$ cat src/rtl/cci_mpf_shim_vtp_rsp_reorder_pkg.sv
// Shared VTP types for the lookup-response reorder buffer: request tags, page indices,
// service responses and the per-slot stored entry.
package cci_mpf_shim_vtp_rsp_reorder_pkg;

    localparam int unsigned CCI_MPF_SHIM_VTP_MAX_SVC_REQS = 16;
    localparam int unsigned CCI_PT_4KB_PA_PAGE_INDEX_BITS = 36;

    typedef logic [$clog2(CCI_MPF_SHIM_VTP_MAX_SVC_REQS)-1:0] t_cci_mpf_shim_vtp_req_tag;
    typedef logic [CCI_PT_4KB_PA_PAGE_INDEX_BITS-1:0] t_tlb_4kb_pa_page_idx;

    typedef struct packed {
        t_tlb_4kb_pa_page_idx      pagePA;
        logic                      error;
        t_cci_mpf_shim_vtp_req_tag tag;
        logic                      isBigPage;
    } t_cci_mpf_shim_vtp_lookup_rsp;

    typedef struct packed {
        t_tlb_4kb_pa_page_idx pagePA;
        logic                 error;
        logic                 isBigPage;
    } t_cci_mpf_shim_vtp_rob_entry;

endpackage

$ cat src/rtl/cci_mpf_shim_vtp_rsp_reorder_if.sv
// Client-side connection of the VTP reorder buffer: tag allocation, service responses
// in, in-order translations out.
interface cci_mpf_shim_vtp_rsp_reorder_if
    import cci_mpf_shim_vtp_rsp_reorder_pkg::*;
#(
    parameter int unsigned N_ENTRIES   = CCI_MPF_SHIM_VTP_MAX_SVC_REQS,
    parameter int unsigned PA_IDX_BITS = CCI_PT_4KB_PA_PAGE_INDEX_BITS
) ();

    logic                         allocEn;
    logic                         allocRdy;
    logic [$clog2(N_ENTRIES)-1:0] allocTag;
    logic                         svcRspValid;
    t_cci_mpf_shim_vtp_lookup_rsp svcRsp;
    logic                         rspValid;
    logic [PA_IDX_BITS-1:0]       rspPagePA;
    logic                         rspError;
    logic                         rspIsBigPage;
    logic                         deqEn;
    logic [$clog2(N_ENTRIES):0]   numOutstanding;
    logic                         protocolErr;

    modport slave (
        input  allocEn, svcRspValid, svcRsp, deqEn,
        output allocRdy, allocTag, rspValid, rspPagePA, rspError, rspIsBigPage,
               numOutstanding, protocolErr
    );

    modport master (
        output allocEn, svcRspValid, svcRsp, deqEn,
        input  allocRdy, allocTag, rspValid, rspPagePA, rspError, rspIsBigPage,
               numOutstanding, protocolErr
    );

endinterface

$ cat src/rtl/cci_mpf_shim_vtp_rsp_reorder_lutram.sv
// Small LUTRAM-style array: one synchronous write port, one asynchronous read port.
// Contents are not reset.
module cci_mpf_shim_vtp_rsp_reorder_lutram #(
    parameter int unsigned Depth = 16,
    parameter int unsigned Width = 1
) (
    input  logic                     clk_i,
    input  logic                     wen_i,
    input  logic [$clog2(Depth)-1:0] waddr_i,
    input  logic [Width-1:0]         wdata_i,
    input  logic [$clog2(Depth)-1:0] raddr_i,
    output logic [Width-1:0]         rdata_o
);

    logic [Width-1:0] mem_q [Depth];

    always_ff @(posedge clk_i) begin
        if (wen_i) begin
            mem_q[waddr_i] <= wdata_i;
        end
    end

    assign rdata_o = mem_q[raddr_i];

endmodule

$ cat src/rtl/cci_mpf_shim_vtp_rsp_reorder.sv
// Reorder buffer for VTP lookups: hands out tags, absorbs out-of-order responses keyed by
// tag and releases translations strictly in allocation order.
module cci_mpf_shim_vtp_rsp_reorder
    import cci_mpf_shim_vtp_rsp_reorder_pkg::*;
#(
    parameter int unsigned N_ENTRIES   = CCI_MPF_SHIM_VTP_MAX_SVC_REQS,
    parameter int unsigned PA_IDX_BITS = CCI_PT_4KB_PA_PAGE_INDEX_BITS
) (
    input  logic                           clk,
    input  logic                           reset,
    cci_mpf_shim_vtp_rsp_reorder_if.slave  rr
);

    localparam int unsigned    IdxBits   = $clog2(N_ENTRIES);
    localparam logic [IdxBits:0] CountFull = (IdxBits + 1)'(N_ENTRIES);

    if (N_ENTRIES != CCI_MPF_SHIM_VTP_MAX_SVC_REQS ||
        (N_ENTRIES & (N_ENTRIES - 1)) != 0 ||
        PA_IDX_BITS != CCI_PT_4KB_PA_PAGE_INDEX_BITS) begin : g_bad_params
        $error("N_ENTRIES/PA_IDX_BITS must match the shared VTP package");
    end

    logic [IdxBits-1:0]   alloc_ptr_q, alloc_ptr_d;
    logic [IdxBits-1:0]   head_ptr_q, head_ptr_d;
    logic [IdxBits:0]     count_q, count_d;
    logic [N_ENTRIES-1:0] allocated_q, allocated_d;
    logic [N_ENTRIES-1:0] done_q, done_d;
    logic                 protocol_err_q, protocol_err_d;

    logic                        alloc_rdy, alloc_ok, rsp_valid, deq_ok, wr_ok;
    logic [IdxBits-1:0]          wr_tag;
    t_cci_mpf_shim_vtp_rob_entry wr_entry, head_entry;

    assign wr_tag   = rr.svcRsp.tag;
    assign wr_entry = '{pagePA:    rr.svcRsp.pagePA,
                        error:     rr.svcRsp.error,
                        isBigPage: rr.svcRsp.isBigPage};

    always_comb begin
        alloc_rdy = (count_q != CountFull);
        alloc_ok  = rr.allocEn && alloc_rdy;
        rsp_valid = allocated_q[head_ptr_q] && done_q[head_ptr_q];
        deq_ok    = rr.deqEn && rsp_valid;
        // A slot being allocated is always free, so a same-cycle write to it fails here too.
        wr_ok     = rr.svcRspValid && allocated_q[wr_tag] && !done_q[wr_tag];

        alloc_ptr_d    = alloc_ptr_q;
        head_ptr_d     = head_ptr_q;
        allocated_d    = allocated_q;
        done_d         = done_q;
        protocol_err_d = protocol_err_q | (rr.svcRspValid && !wr_ok);

        if (deq_ok) begin
            allocated_d[head_ptr_q] = 1'b0;
            done_d[head_ptr_q]      = 1'b0;
            head_ptr_d              = head_ptr_q + 1'b1;
        end
        if (wr_ok) begin
            done_d[wr_tag] = 1'b1;
        end
        if (alloc_ok) begin
            allocated_d[alloc_ptr_q] = 1'b1;
            done_d[alloc_ptr_q]      = 1'b0;
            alloc_ptr_d              = alloc_ptr_q + 1'b1;
        end

        count_d = count_q;
        if (alloc_ok && !deq_ok) begin
            count_d = count_q + 1'b1;
        end else if (!alloc_ok && deq_ok) begin
            count_d = count_q - 1'b1;
        end
    end

    always_ff @(posedge clk) begin
        if (reset) begin
            alloc_ptr_q    <= '0;
            head_ptr_q     <= '0;
            count_q        <= '0;
            allocated_q    <= '0;
            done_q         <= '0;
            // Nothing is allocated during reset, so any response seen now is stale.
            protocol_err_q <= rr.svcRspValid;
        end else begin
            alloc_ptr_q    <= alloc_ptr_d;
            head_ptr_q     <= head_ptr_d;
            count_q        <= count_d;
            allocated_q    <= allocated_d;
            done_q         <= done_d;
            protocol_err_q <= protocol_err_d;
        end
    end

    cci_mpf_shim_vtp_rsp_reorder_lutram #(
        .Depth (N_ENTRIES),
        .Width ($bits(t_cci_mpf_shim_vtp_rob_entry))
    ) u_data (
        .clk_i   (clk),
        .wen_i   (wr_ok),
        .waddr_i (wr_tag),
        .wdata_i (wr_entry),
        .raddr_i (head_ptr_q),
        .rdata_o (head_entry)
    );

    assign rr.allocRdy       = alloc_rdy;
    assign rr.allocTag       = alloc_ptr_q;
    assign rr.rspValid       = rsp_valid;
    assign rr.rspPagePA      = head_entry.pagePA;
    assign rr.rspError       = head_entry.error;
    assign rr.rspIsBigPage   = head_entry.isBigPage;
    assign rr.numOutstanding = count_q;
    assign rr.protocolErr    = protocol_err_q;

    a_alloc_legal: assert property (@(posedge clk) disable iff (reset)
        !(rr.allocEn && !alloc_rdy));
    a_deq_legal: assert property (@(posedge clk) disable iff (reset)
        !(rr.deqEn && !rsp_valid));

endmodule

$ cat src/flat_wrapper.sv
// flat-port wrapper written by rule: the top's interface ports become plain ports
module cci_mpf_shim_vtp_rsp_reorder_flat import cci_mpf_shim_vtp_rsp_reorder_pkg::*;
#(
    parameter int unsigned N_ENTRIES   = CCI_MPF_SHIM_VTP_MAX_SVC_REQS,
    parameter int unsigned PA_IDX_BITS = CCI_PT_4KB_PA_PAGE_INDEX_BITS
)
  (clk, reset, rr_allocEn, rr_svcRspValid, rr_svcRsp, rr_deqEn, rr_allocRdy, rr_allocTag, rr_rspValid, rr_rspPagePA, rr_rspError, rr_rspIsBigPage, rr_numOutstanding, rr_protocolErr);
  cci_mpf_shim_vtp_rsp_reorder_if #(.N_ENTRIES(N_ENTRIES), .PA_IDX_BITS(PA_IDX_BITS)) rr_i ();
  input  logic clk;
  input  logic reset;
  input wire logic [$bits(rr_i.allocEn)-1:0] rr_allocEn;
  input wire logic [$bits(rr_i.svcRspValid)-1:0] rr_svcRspValid;
  input wire logic [$bits(rr_i.svcRsp)-1:0] rr_svcRsp;
  input wire logic [$bits(rr_i.deqEn)-1:0] rr_deqEn;
  output wire logic [$bits(rr_i.allocRdy)-1:0] rr_allocRdy;
  output wire logic [$bits(rr_i.allocTag)-1:0] rr_allocTag;
  output wire logic [$bits(rr_i.rspValid)-1:0] rr_rspValid;
  output wire logic [$bits(rr_i.rspPagePA)-1:0] rr_rspPagePA;
  output wire logic [$bits(rr_i.rspError)-1:0] rr_rspError;
  output wire logic [$bits(rr_i.rspIsBigPage)-1:0] rr_rspIsBigPage;
  output wire logic [$bits(rr_i.numOutstanding)-1:0] rr_numOutstanding;
  output wire logic [$bits(rr_i.protocolErr)-1:0] rr_protocolErr;
  assign rr_i.allocEn = rr_allocEn;
  assign rr_i.svcRspValid = rr_svcRspValid;
  assign rr_i.svcRsp = rr_svcRsp;
  assign rr_i.deqEn = rr_deqEn;
  assign rr_allocRdy = rr_i.allocRdy;
  assign rr_allocTag = rr_i.allocTag;
  assign rr_rspValid = rr_i.rspValid;
  assign rr_rspPagePA = rr_i.rspPagePA;
  assign rr_rspError = rr_i.rspError;
  assign rr_rspIsBigPage = rr_i.rspIsBigPage;
  assign rr_numOutstanding = rr_i.numOutstanding;
  assign rr_protocolErr = rr_i.protocolErr;
  cci_mpf_shim_vtp_rsp_reorder #(.N_ENTRIES(N_ENTRIES), .PA_IDX_BITS(PA_IDX_BITS)) u_core (.clk(clk), .reset(reset), .rr(rr_i));
endmodule
$ cat config.mk
export PLATFORM = sky130hd
export DESIGN_NAME = cci_mpf_shim_vtp_rsp_reorder_flat
export DESIGN_NICKNAME = d
export VERILOG_FILES = /design/src/rtl/cci_mpf_shim_vtp_rsp_reorder_pkg.sv /design/src/rtl/cci_mpf_shim_vtp_rsp_reorder_if.sv /design/src/rtl/cci_mpf_shim_vtp_rsp_reorder_lutram.sv /design/src/rtl/cci_mpf_shim_vtp_rsp_reorder.sv /design/src/flat_wrapper.sv
export SDC_FILE = /design/constraint.sdc
export NUM_CORES = 1
export LEC_CHECK = 0
export ABC_AREA = 1
export BUFFER_PORTS_ARGS = -buffer_cell sky130_fd_sc_hd__clkbuf_2
export CAP_MARGIN = 20
export CORE_MARGIN = 3
export CORE_UTILIZATION = 35
export DETAILED_ROUTE_END_ITERATION = 8
export PLACE_DENSITY = 0.47
export REMOVE_ABC_BUFFERS = 1
export SLEW_MARGIN = 20
export SYNTH_ARGS = -nofsm -noshare
export SYNTH_HDL_FRONTEND = slang
export SYNTH_SLANG_ARGS = --single-unit
$ cat constraint.sdc
create_clock -name clk -period 6.2 [get_ports clk]
set_input_delay 1.55 -clock clk [delete_from_list [all_inputs] [get_ports clk]]
set_output_delay 1.55 -clock clk [all_outputs]
set_load 0.02 [all_outputs]
* After elaboration in Yosys (flattened, before gate mapping) *
Memory sizes are Yosys's and may differ from the RTL's. A register that Yosys moved wholly into a read port is not among the register bits.
Index checks and enable logic that the tools add are counted.

storage, ports and cells
  register bits = 46
  bits in latches = 0
  memory bits (writable) = 608
  memory bits (read-only) = 0
  bits of input ports = 47
  word-level logic and storage cells = 68
  memories kept = 1

memory list
  name                 words  bits a word  rd ports  clocked after memory_dff  wr ports  line                                       RTL
  u_core.u_data.mem_q  16     38           1         1                         1         cci_mpf_shim_vtp_rsp_reorder_lutram.sv:15  logic [Width-1:0] mem_q [Depth];

cells by class
  add/subtract/negate cells = 4
  multiply operators = 0
  div/mod/pow operators = 0
  magnitude comparators = 6
  eq/ne operators = 1
  shift operators = 0
  mux-type cells = 26
  bitwise logic cells = 8
  reduce and logical (&&, ||, !) cells = 16

operators with widths
  cell                                                        count
  2-to-1 mux 16 bit                                           5
  AND 16 bit                                                  3
  NOT 16 bit                                                  2
  OR 16 bit                                                   2
  binary-select mux 1 bit (select 4 bit)                      4
  less-than comparator 4 x 5 -> 1 bit, second input constant  3
  demux 1 bit (select 4 bit)                                  3
  >= comparator 4 x 1 -> 1 bit, second input constant         3
  logical AND 1 bit                                           11
  2-to-1 mux 1 bit                                            10
  2-to-1 mux 5 bit                                            2
  adder 4 x 1 -> 4 bit, second input constant                 2
  2-to-1 mux 4 bit                                            2
  adder 5 x 1 -> 5 bit, second input constant                 1
  inequality test 5 bit, second input constant                1
  subtractor 5 x 1 -> 5 bit, second input constant            1
  zero test 1 bit                                             4
  nonzero test 2 bit                                          1
  OR 1 bit                                                    1

* Longest topological paths before layout *
Gate-level depths: netlist of run 1.

  depth after elaboration = 11
  mapped depth = 21
  depth with buffers taken out = 20

* Cells and area by module *
From an unflattened synthesis of run 1, not the netlist that was laid out.

unflattened totals
  cell total of the unflattened synthesis = 2,978
  area total of the unflattened synthesis = 29,213.0 um^2

modules (own cells, without submodules)
  module                               instances  cells each  area an instance (um^2)
  cci_mpf_shim_vtp_rsp_reorder_lutram  1          2,474       26,113.8
  cci_mpf_shim_vtp_rsp_reorder         1          504         3,099.2

* Worst setup path after synthesis of run 1 *
No wires, ideal clock.

  path type = input-to-reg
  start = input port rr_svcRsp[1]
  end = memory u_core.u_data.mem_q[8][0] (netlist bit) (enable)
  library setup time = 0.481 ns
  arrival time = 4.988 ns
  slack = 0.732 ns
  cell stages on the path = 10
  path buffers = 1
  cells stage by stage = buf_4 nand2_4 nor2_1 nor2_1 nand2_1 nand2_1 nand3_2 nor2_8 nand2_1 nor3_1

on the way
  longest elaborated chain between the ends = 6
  elaborated cells on any way between the ends = 9

RTL lines
  element                                               line                                       RTL
  from (decl)                                           flat_wrapper.sv:13                         input wire logic [$bits(rr_i.svcRsp)-1:0] rr_svcRsp;
  binary-select mux 1 bit (select 4 bit)                cci_mpf_shim_vtp_rsp_reorder.sv:45         wr_ok = rr.svcRspValid && allocated_q[wr_tag] && !done_q[wr_tag];
  2-to-1 mux 1 bit (implied by the code)                cci_mpf_shim_vtp_rsp_reorder.sv:45
  logical AND 1 bit or zero test 1 bit (tied branches)  cci_mpf_shim_vtp_rsp_reorder.sv:45
  logical AND 1 bit                                     cci_mpf_shim_vtp_rsp_reorder.sv:45
  2-to-1 mux 1 bit                                      cci_mpf_shim_vtp_rsp_reorder_lutram.sv:18  if (wen_i) begin
  2-to-1 mux 1 bit (implied by the code)                cci_mpf_shim_vtp_rsp_reorder_lutram.sv:19  mem_q[waddr_i] <= wdata_i;
  to (decl)                                             cci_mpf_shim_vtp_rsp_reorder_lutram.sv:15

Several ways; a longest one is shown, not always the timed one. The select of a mux whose other input is x is not followed.

==> metrics.md, run 1 <==
| Metric | Value |
|---|---|
| Die width | 285 microns |
| First-pass GRT wire length | 108000 microns |
| Dpl hpwl | 41500 microns |
| Largest net degree at the start of global routing | 97 |
| Hold Path Depth | 2 |
| TritonCTS clock tree | done |
| Tcrit/Tclk final | 76.2% |
| Max-slew headroom | 29.8% |
| Largest area contributor in the netlist | edfxtp_1 |
| Startpoint Class | flop |
| Cells after synthesis | 2123 |
| Cell variety after synth | 29 |
| Final Slew Violations | 0 |
| Crit path kind | flop to output pin |
| Yosys top cell area share | 67.1% |
| Synthesis Warnings | 0 |
| Clock Latency Late Sink | 0.62 ns |
| Total power | 9.22 mW |
| Final min period | 4.72 ns |
| Syn Area/Cell | 12.8 sq um |
| Wire per inst | 21.8 microns |
| Final Wtd Congestion | 0.828 |
| Ys async rst share | 0% |
| Hold Path Class | flop to flop |
| EDFF count, synth | 608 |
| Post-CTS Setup Inserts | 0 |
| Synthesized cell area | 27200 sq um |
| I/O Buffers | 96 |
| R2R depth | 18 |
| Pwr/cell area | 296 nW/um^2 |
| Post-CTS Hold Buffers | 0 |
| Area growth syn-to-layout | 14.3% |
| Final hold vios | 0 |
| Total wire length | 71600 microns |
| TritonCTS Buffers | 74 |
| Leak pwr | 10.4 nW |
| Chip height | 285 microns |
| Post-placement cell area | 28800 sq um |
| H-Tree Depth | 3 |
| RSZ-0062 raised after global routing | false |
| Initial Util | 35.6% |
| Max_cap viols | 0 |
| CP Max Fanout | 71 |
| Share of layout cells above drive strength 1 | 11.5% |
| Worst EP arrival | 3.17 ns |
| Grt ovf | 0 |
| Status | completed |
| # resized after CTS | 0 |
| DRC Markers | 0 |
| Initial DRC count | 1125 |
| Clock Skews | 0.0335 ns |
| Synth top area cells | edfxtp_1, mux2i_1, o211ai_1, o21ai_0, a21oi_1 |
| # IOs | 97 |
| VDD IR max | 0.176 mV |
| Vias after detailed routing | 16570 |
| Core area | 76500 sq um |
| Critical path data required time | 4.65 ns |
| Seq cells post-synth | 658 |
| All-Layer GR Usage | 17.5% |
| Slew @ Worst Pin | 1.05 ns |
| N_diodes | 0 |
| Crit end category | output pin |
| Final Cell Area | 31100 sq um |
| Max Fclk | 212 MHz |
| Maximum root-to-sink buffer count | 3 |
| Die area | 81200 sq um |
| Pre-antenna DRT Iters | 5 |
| Vias in the first global route | 16609 |
| CTS root buffer | clkbuf_16 |
| Clock Sink Count | 658 |
| Clock-pin transition on the worst setup and hold timing paths | 0.06 ns |
| Vias per cell | 5.04 |
| Initial antenna violation count | 1 |
| Top FF cell, synth | edfxtp_1 |
| Row count | 101 |
| Setup violations, final | 0 |
| Nets | 2265 |
| Post-synthesis sequential area ratio | 70.8% |
| Antenna Nets Post-Route | 0 |
-- registers in the layout, summed over array words and instances, names as in the netlist, named ones only --
register                  cells
u_core.done_q                16
u_core.u_data.mem_q         608
u_core.rr.numOutstanding      5
u_core.rr.protocolErr         1
u_core.rr.allocTag            4
u_core.head_ptr_q             4
u_core.allocated_q           16
-- Yosys cell counts, types with 24 or more instances --
library cell	instances
nand3_1	78
o21ai_0	203
inv_1	236
o211ai_1	152
nor2_1	66
clkbuf_1	75
mux2i_1	152
dfxtp_1	50
edfxtp_1	608
buf_2	24
nand2_1	199
a21oi_1	202
-- worst paths after layout --
path                          from                           to  slack [ns]
max                           flop             rr_rspPagePA[11]        1.48
min          u_core.allocated_q[4]        u_core.allocated_q[4]        0.46
max reg2reg   u_core.head_ptr_q[1]  u_core.rr.numOutstanding[4]        2.46
min reg2reg  u_core.allocated_q[4]        u_core.allocated_q[4]        0.46
-- routing by layer --
| metal | vias to the layer above | routed length, microns | track usage, % |
|---|---|---|---|
| met5 | - | 13 | 0 |
| met4 | 2 | 1630 | 4.67 |
| met3 | 111 | 2760 | 2.93 |
| met2 | 341 | 34000 | 28.4 |
| met1 | 8253 | 33200 | 24.4 |
| li1 | 7863 | - | - |
-- placed cells by master, fill, tap and decap left out, types with 13 or more instances in the layout --
master     count
nand2_1      199
clkbuf_16     74
o211ai_1     152
clkbuf_2      96
nand4_1       16
inv_1        221
dfxtp_1       46
ha_1          13
nand3_1       78
nor2_1        66
clkinv_1      14
edfxtp_1     608
inv_2         15
o21ai_0      203
a21oi_1      202
buf_4         24
mux2i_1      152
clkbuf_1      21
-- worst max-delay path, stage by stage (launching register included) --
cell	delay [ns]
dfxtp_4	0.65
buf_4	0.87
a21oi_1	0.07
o21ai_0	0.11
o21ai_0	0.10
o211ai_1	0.40
nand2_1	0.14
clkbuf_2	0.19
-- report_power, final --
group / total [mW] / switching [mW] / internal (mW)
combinational: 0.188 / 0.146 / 0.0418
clock: 4.17 / 1.77 / 2.40
sequential: 4.87 / 0.0103 / 4.86
total: 9.22 / 1.93 / 7.30
-- cells by family (layout without fill, tap and decap cells) --
logic type / Yosys count / in the layout / synth area share (%)
compound gates: 558 / 558 / 11.7
fa+ha+maj: 14 / 14 / 0.671
xor+xnor: 3 / 3 / 0.0965
buf+inv: 368 / 502 / 5.41
flops: 658 / 658 / 70.8
simple gates: 370 / 370 / 5.81
mux: 152 / 152 / 5.59
-- through the flow --
step	hold WS, ns	setup WS (ns)	utilization (%)	TNS, ns	std cells
after global placement	0.444	1.80	37.6	0	3154
after CTS	0.461	1.35	40.6	0	3285
after global routing	0.478	1.26	40.7	0	3287
after detailed placement	0.450	1.76	37.7	0	3156
after floorplan	0.434	-6.12	-	-231.50	1999
final	0.459	1.48	40.7	0	3287
-- layout make-up --
cell class,count,area (sq um)
clock buffers,100,2000
clock inverters,29,287
well taps,1030,1290
fillers,7239,45300
multi-input cells,1097,6500
flip-flops and latches,658,19300
inverters,244,931
repair buffers,129,841
Power figures use the tool's default switching activity.
==> run 2: changes to the inputs <==
--- a/config.mk
+++ b/config.mk
@@ -5,7 +5,7 @@
 export SDC_FILE = /design/constraint.sdc
 export NUM_CORES = 1
 export LEC_CHECK = 0
-export ABC_AREA = 1
+export ABC_AREA = 0
 export BUFFER_PORTS_ARGS = -buffer_cell sky130_fd_sc_hd__clkbuf_2
 export CAP_MARGIN = 20
 export CORE_MARGIN = 3
==> constraint.sdc (replaced) <==
create_clock -name clk -period 4.4 [get_ports clk]
set_input_delay 1.1 -clock clk [delete_from_list [all_inputs] [get_ports clk]]
set_output_delay 1.1 -clock clk [all_outputs]
set_load 0.02 [all_outputs]
==> run 2 against run 1 <==
Total power up 44%. First-iteration DRC count decreased by 10%. Worst setup slack got worse by 1.1 ns. Cell count shrank 28%. Design area shrank 2.7%. Sequential cell count did not move. Via count decreased by 24%. Synthesized cell count decreased by 43%. Worst hold slack improved by 0.010 ns. Sequential share of layout area is 1.7 points higher. Core utilization grew 0.72 points.
==> metrics.md, run 2 <==
| Metric | Value |
|---|---|
| Grt ovf | 0 |
| Most flop-heavy register | u_core.u_data.mem_q |
| Setup TNS | 0 ns |
| Die area | 77300 sq um |
| Cell variety after synth | 65 |
| Maximum root-to-sink buffer count | 3 |
| I/O Buffers | 96 |
| Leak pwr | 9.31 nW |
| Final hold vios | 0 |
| Vias in the first global route | 13457 |
| Largest registers | u_core.u_data.mem_q (608), u_core.allocated_q (16), u_core.done_q (16) |
| Crit path kind | flop to output pin |
| Synth top area cells | edfxtp_1, mux4_2, dfxtp_1, ha_1, nand2_1 |
| Chip height | 278 microns |
| Final Core Density | 41.4% |
| Final WS setup | 0.417 ns |
| Post-CTS Setup Inserts | 0 |
| Initial antenna violation count | 4 |
| TritonCTS clock tree | done |
| Count leader, synth | edfxtp_1 |
| TritonCTS Buffers | 72 |
| RSZ-0062 raised after global routing | false |
| Clock Sink Count | 658 |
| Synthesized cell area | 25900 sq um |
| Syn Area/Cell | 21.3 sq um |
| Commonest non-fill, non-tap cell in the layout | edfxtp_1 |
| Max_cap viols | 0 |
| DRC Markers | 0 |
| VDD IR max | 0.246 mV |
| Initial Util | 35.4% |
| Clock Skews | 0.0252 ns |
| Vias after detailed routing | 12519 |
| Nets | 1425 |
| CP Max Fanout | 40 |
| Total wire length | 59600 microns |
| Top FF cell, synth | edfxtp_1 |
| Ys async rst share | 0% |
| Post-CTS Hold Buffers | 0 |
| Final Wtd Congestion | 0.845 |
| Final min period | 3.98 ns |
| Slew @ Worst Pin | 0.806 ns |
| Critical path data required time | 3.30 ns |
| Max-slew headroom | 46.1% |
| # IOs | 97 |
| Crit end category | output pin |
| Cells after synthesis | 1213 |
| Fill count | 6417 |
| Initial DRC count | 1009 |
| Pre-antenna DRT Iters | 5 |
| Vias per cell | 5.25 |
| Largest area contributor in the netlist | edfxtp_1 |
| Tcrit/Tclk final | 90.5% |
| Clock-pin transition on the worst setup and hold timing paths | 0.06 ns |
| Row count | 99 |
| All-Layer GR Usage | 15.6% |
| Largest net degree at the start of global routing | 41 |
| Status | completed |
| Max Fclk | 251 MHz |
| Area growth syn-to-layout | 17.0% |
| Core area | 73100 sq um |
| Synthesis Warnings | 0 |
| Wire per inst | 25.0 microns |
| CTS root buffer | clkbuf_16 |
| Share of layout cells above drive strength 1 | 33.1% |
| Seq cells post-synth | 658 |
| Clock Latency Late Sink | 0.61 ns |
| H-Tree Depth | 3 |
| Pwr/cell area | 438 nW/um^2 |
| Hold Path Class | flop to flop |
| Post-synthesis sequential area ratio | 74.4% |
| Yosys top cell area share | 70.5% |
| Die width | 278 microns |
| First-pass GRT wire length | 89800 microns |
| Worst EP arrival | 2.88 ns |
| Synth cell count leaders | edfxtp_1, mux4_2, dfxtp_1 |
| Commonest cells after routing, fill and taps aside | edfxtp_1, mux4_2, clkbuf_2 |
| Setup violations, final | 0 |
| EDFF count, synth | 608 |
| Startpoint Class | flop |
| Largest register FFs | 608 |
| Place WS | 0.526 ns |
| Dpl hpwl | 33600 microns |
| Antenna Nets Post-Route | 0 |
| # resized after CTS | 0 |
| Final Slew Violations | 0 |
[run 2: changes by cell type after synthesis, moves of 12 or more]
| cell | delta |
|---|---|
| buf_4 | -12 |
| o21ai_0 | -202 |
| mux4_2 | +196 |
| o211ai_1 | -150 |
| clkbuf_1 | -47 |
| mux2i_1 | -148 |
| inv_1 | -215 |
| nor2_1 | -39 |
| nand2_1 | -157 |
| nand3_1 | -51 |
| o21ai_1 | +15 |
| a21oi_1 | -177 |
[run 2: critical path, cell delays in order, from the launching register on]
cell	delay [ns]
dfxtp_4	0.54
buf_12	0.35
mux4_2	0.61
mux4_2	0.53
clkbuf_2	0.18
[run 2: power by group]
| part | internal, mW | total (mW) | switching [mW] |
|---|---|---|---|
| Combinational | 0.124 | 0.402 | 0.278 |
| Clock | 3.50 | 5.95 | 2.45 |
| Sequential | 6.88 | 6.91 | 0.0356 |
[run 2: cell families (layout without fill, tap and decap cells)]
kind of cell	Yosys count	count (layout)	synth area share [%]
DFF	658	658	74.4
muxes	204	204	17.4
and+or+nand+nor	148	148	3.15
AOI/OAI and AO/OA	96	96	2.48
buffers and inverters	86	294	1.64
adders and majority gates	14	14	0.706
xor gates and xnor gates	7	7	0.237
other	0	3	0
[run 2: worst paths after layout]
kind | start | end | slack (ns) | depth (start not counted)
setup reg to reg | u_core.head_ptr_q[1] | u_core.rr.numOutstanding[4] | 0.75 | 12
setup / recovery | flop | rr_rspPagePA[8] | 0.42 | 4
hold / removal | u_core.allocated_q[0] | u_core.allocated_q[0] | 0.47 | 2
hold reg to reg | u_core.allocated_q[0] | u_core.allocated_q[0] | 0.47 | 2
[run 2: layout make-up]
class | count | area [sq um] | share of cell area (%)
inverter | 22 | 82.6 | 0.273
multi-input combinational | 469 | 6280 | 20.7
tap | 959 | 1200 | 3.96
antenna | 3 | 7.51 | 0.0248
timing repair buffer | 141 | 1110 | 3.65
sequential | 658 | 19300 | 63.7
clock inverter | 38 | 387 | 1.28
clock buffer | 93 | 1940 | 6.42
[run 2: metrics by stage]
stage | cell area [sq um] | total power [mW] | cells | hold WS [ns]
floorplan | 25500 | 7.24 | 1149 | 0.437
global placement | 27900 | 7.44 | 2249 | 0.457
detailed placement | 27900 | 7.45 | 2249 | 0.464
CTS | 30300 | 13.5 | 2380 | 0.473
global route | 30300 | 13.7 | 2380 | 0.503
finish | 30300 | 13.3 | 2383 | 0.469
[run 2: layer usage]
layer,wire (microns),up-vias,track usage (%)
met2,29200,285,25.6
met4,1350,2,4.26
met1,26500,6714,21.4
met5,9,-,0
met3,2510,97,3.13
li1,-,5421,-
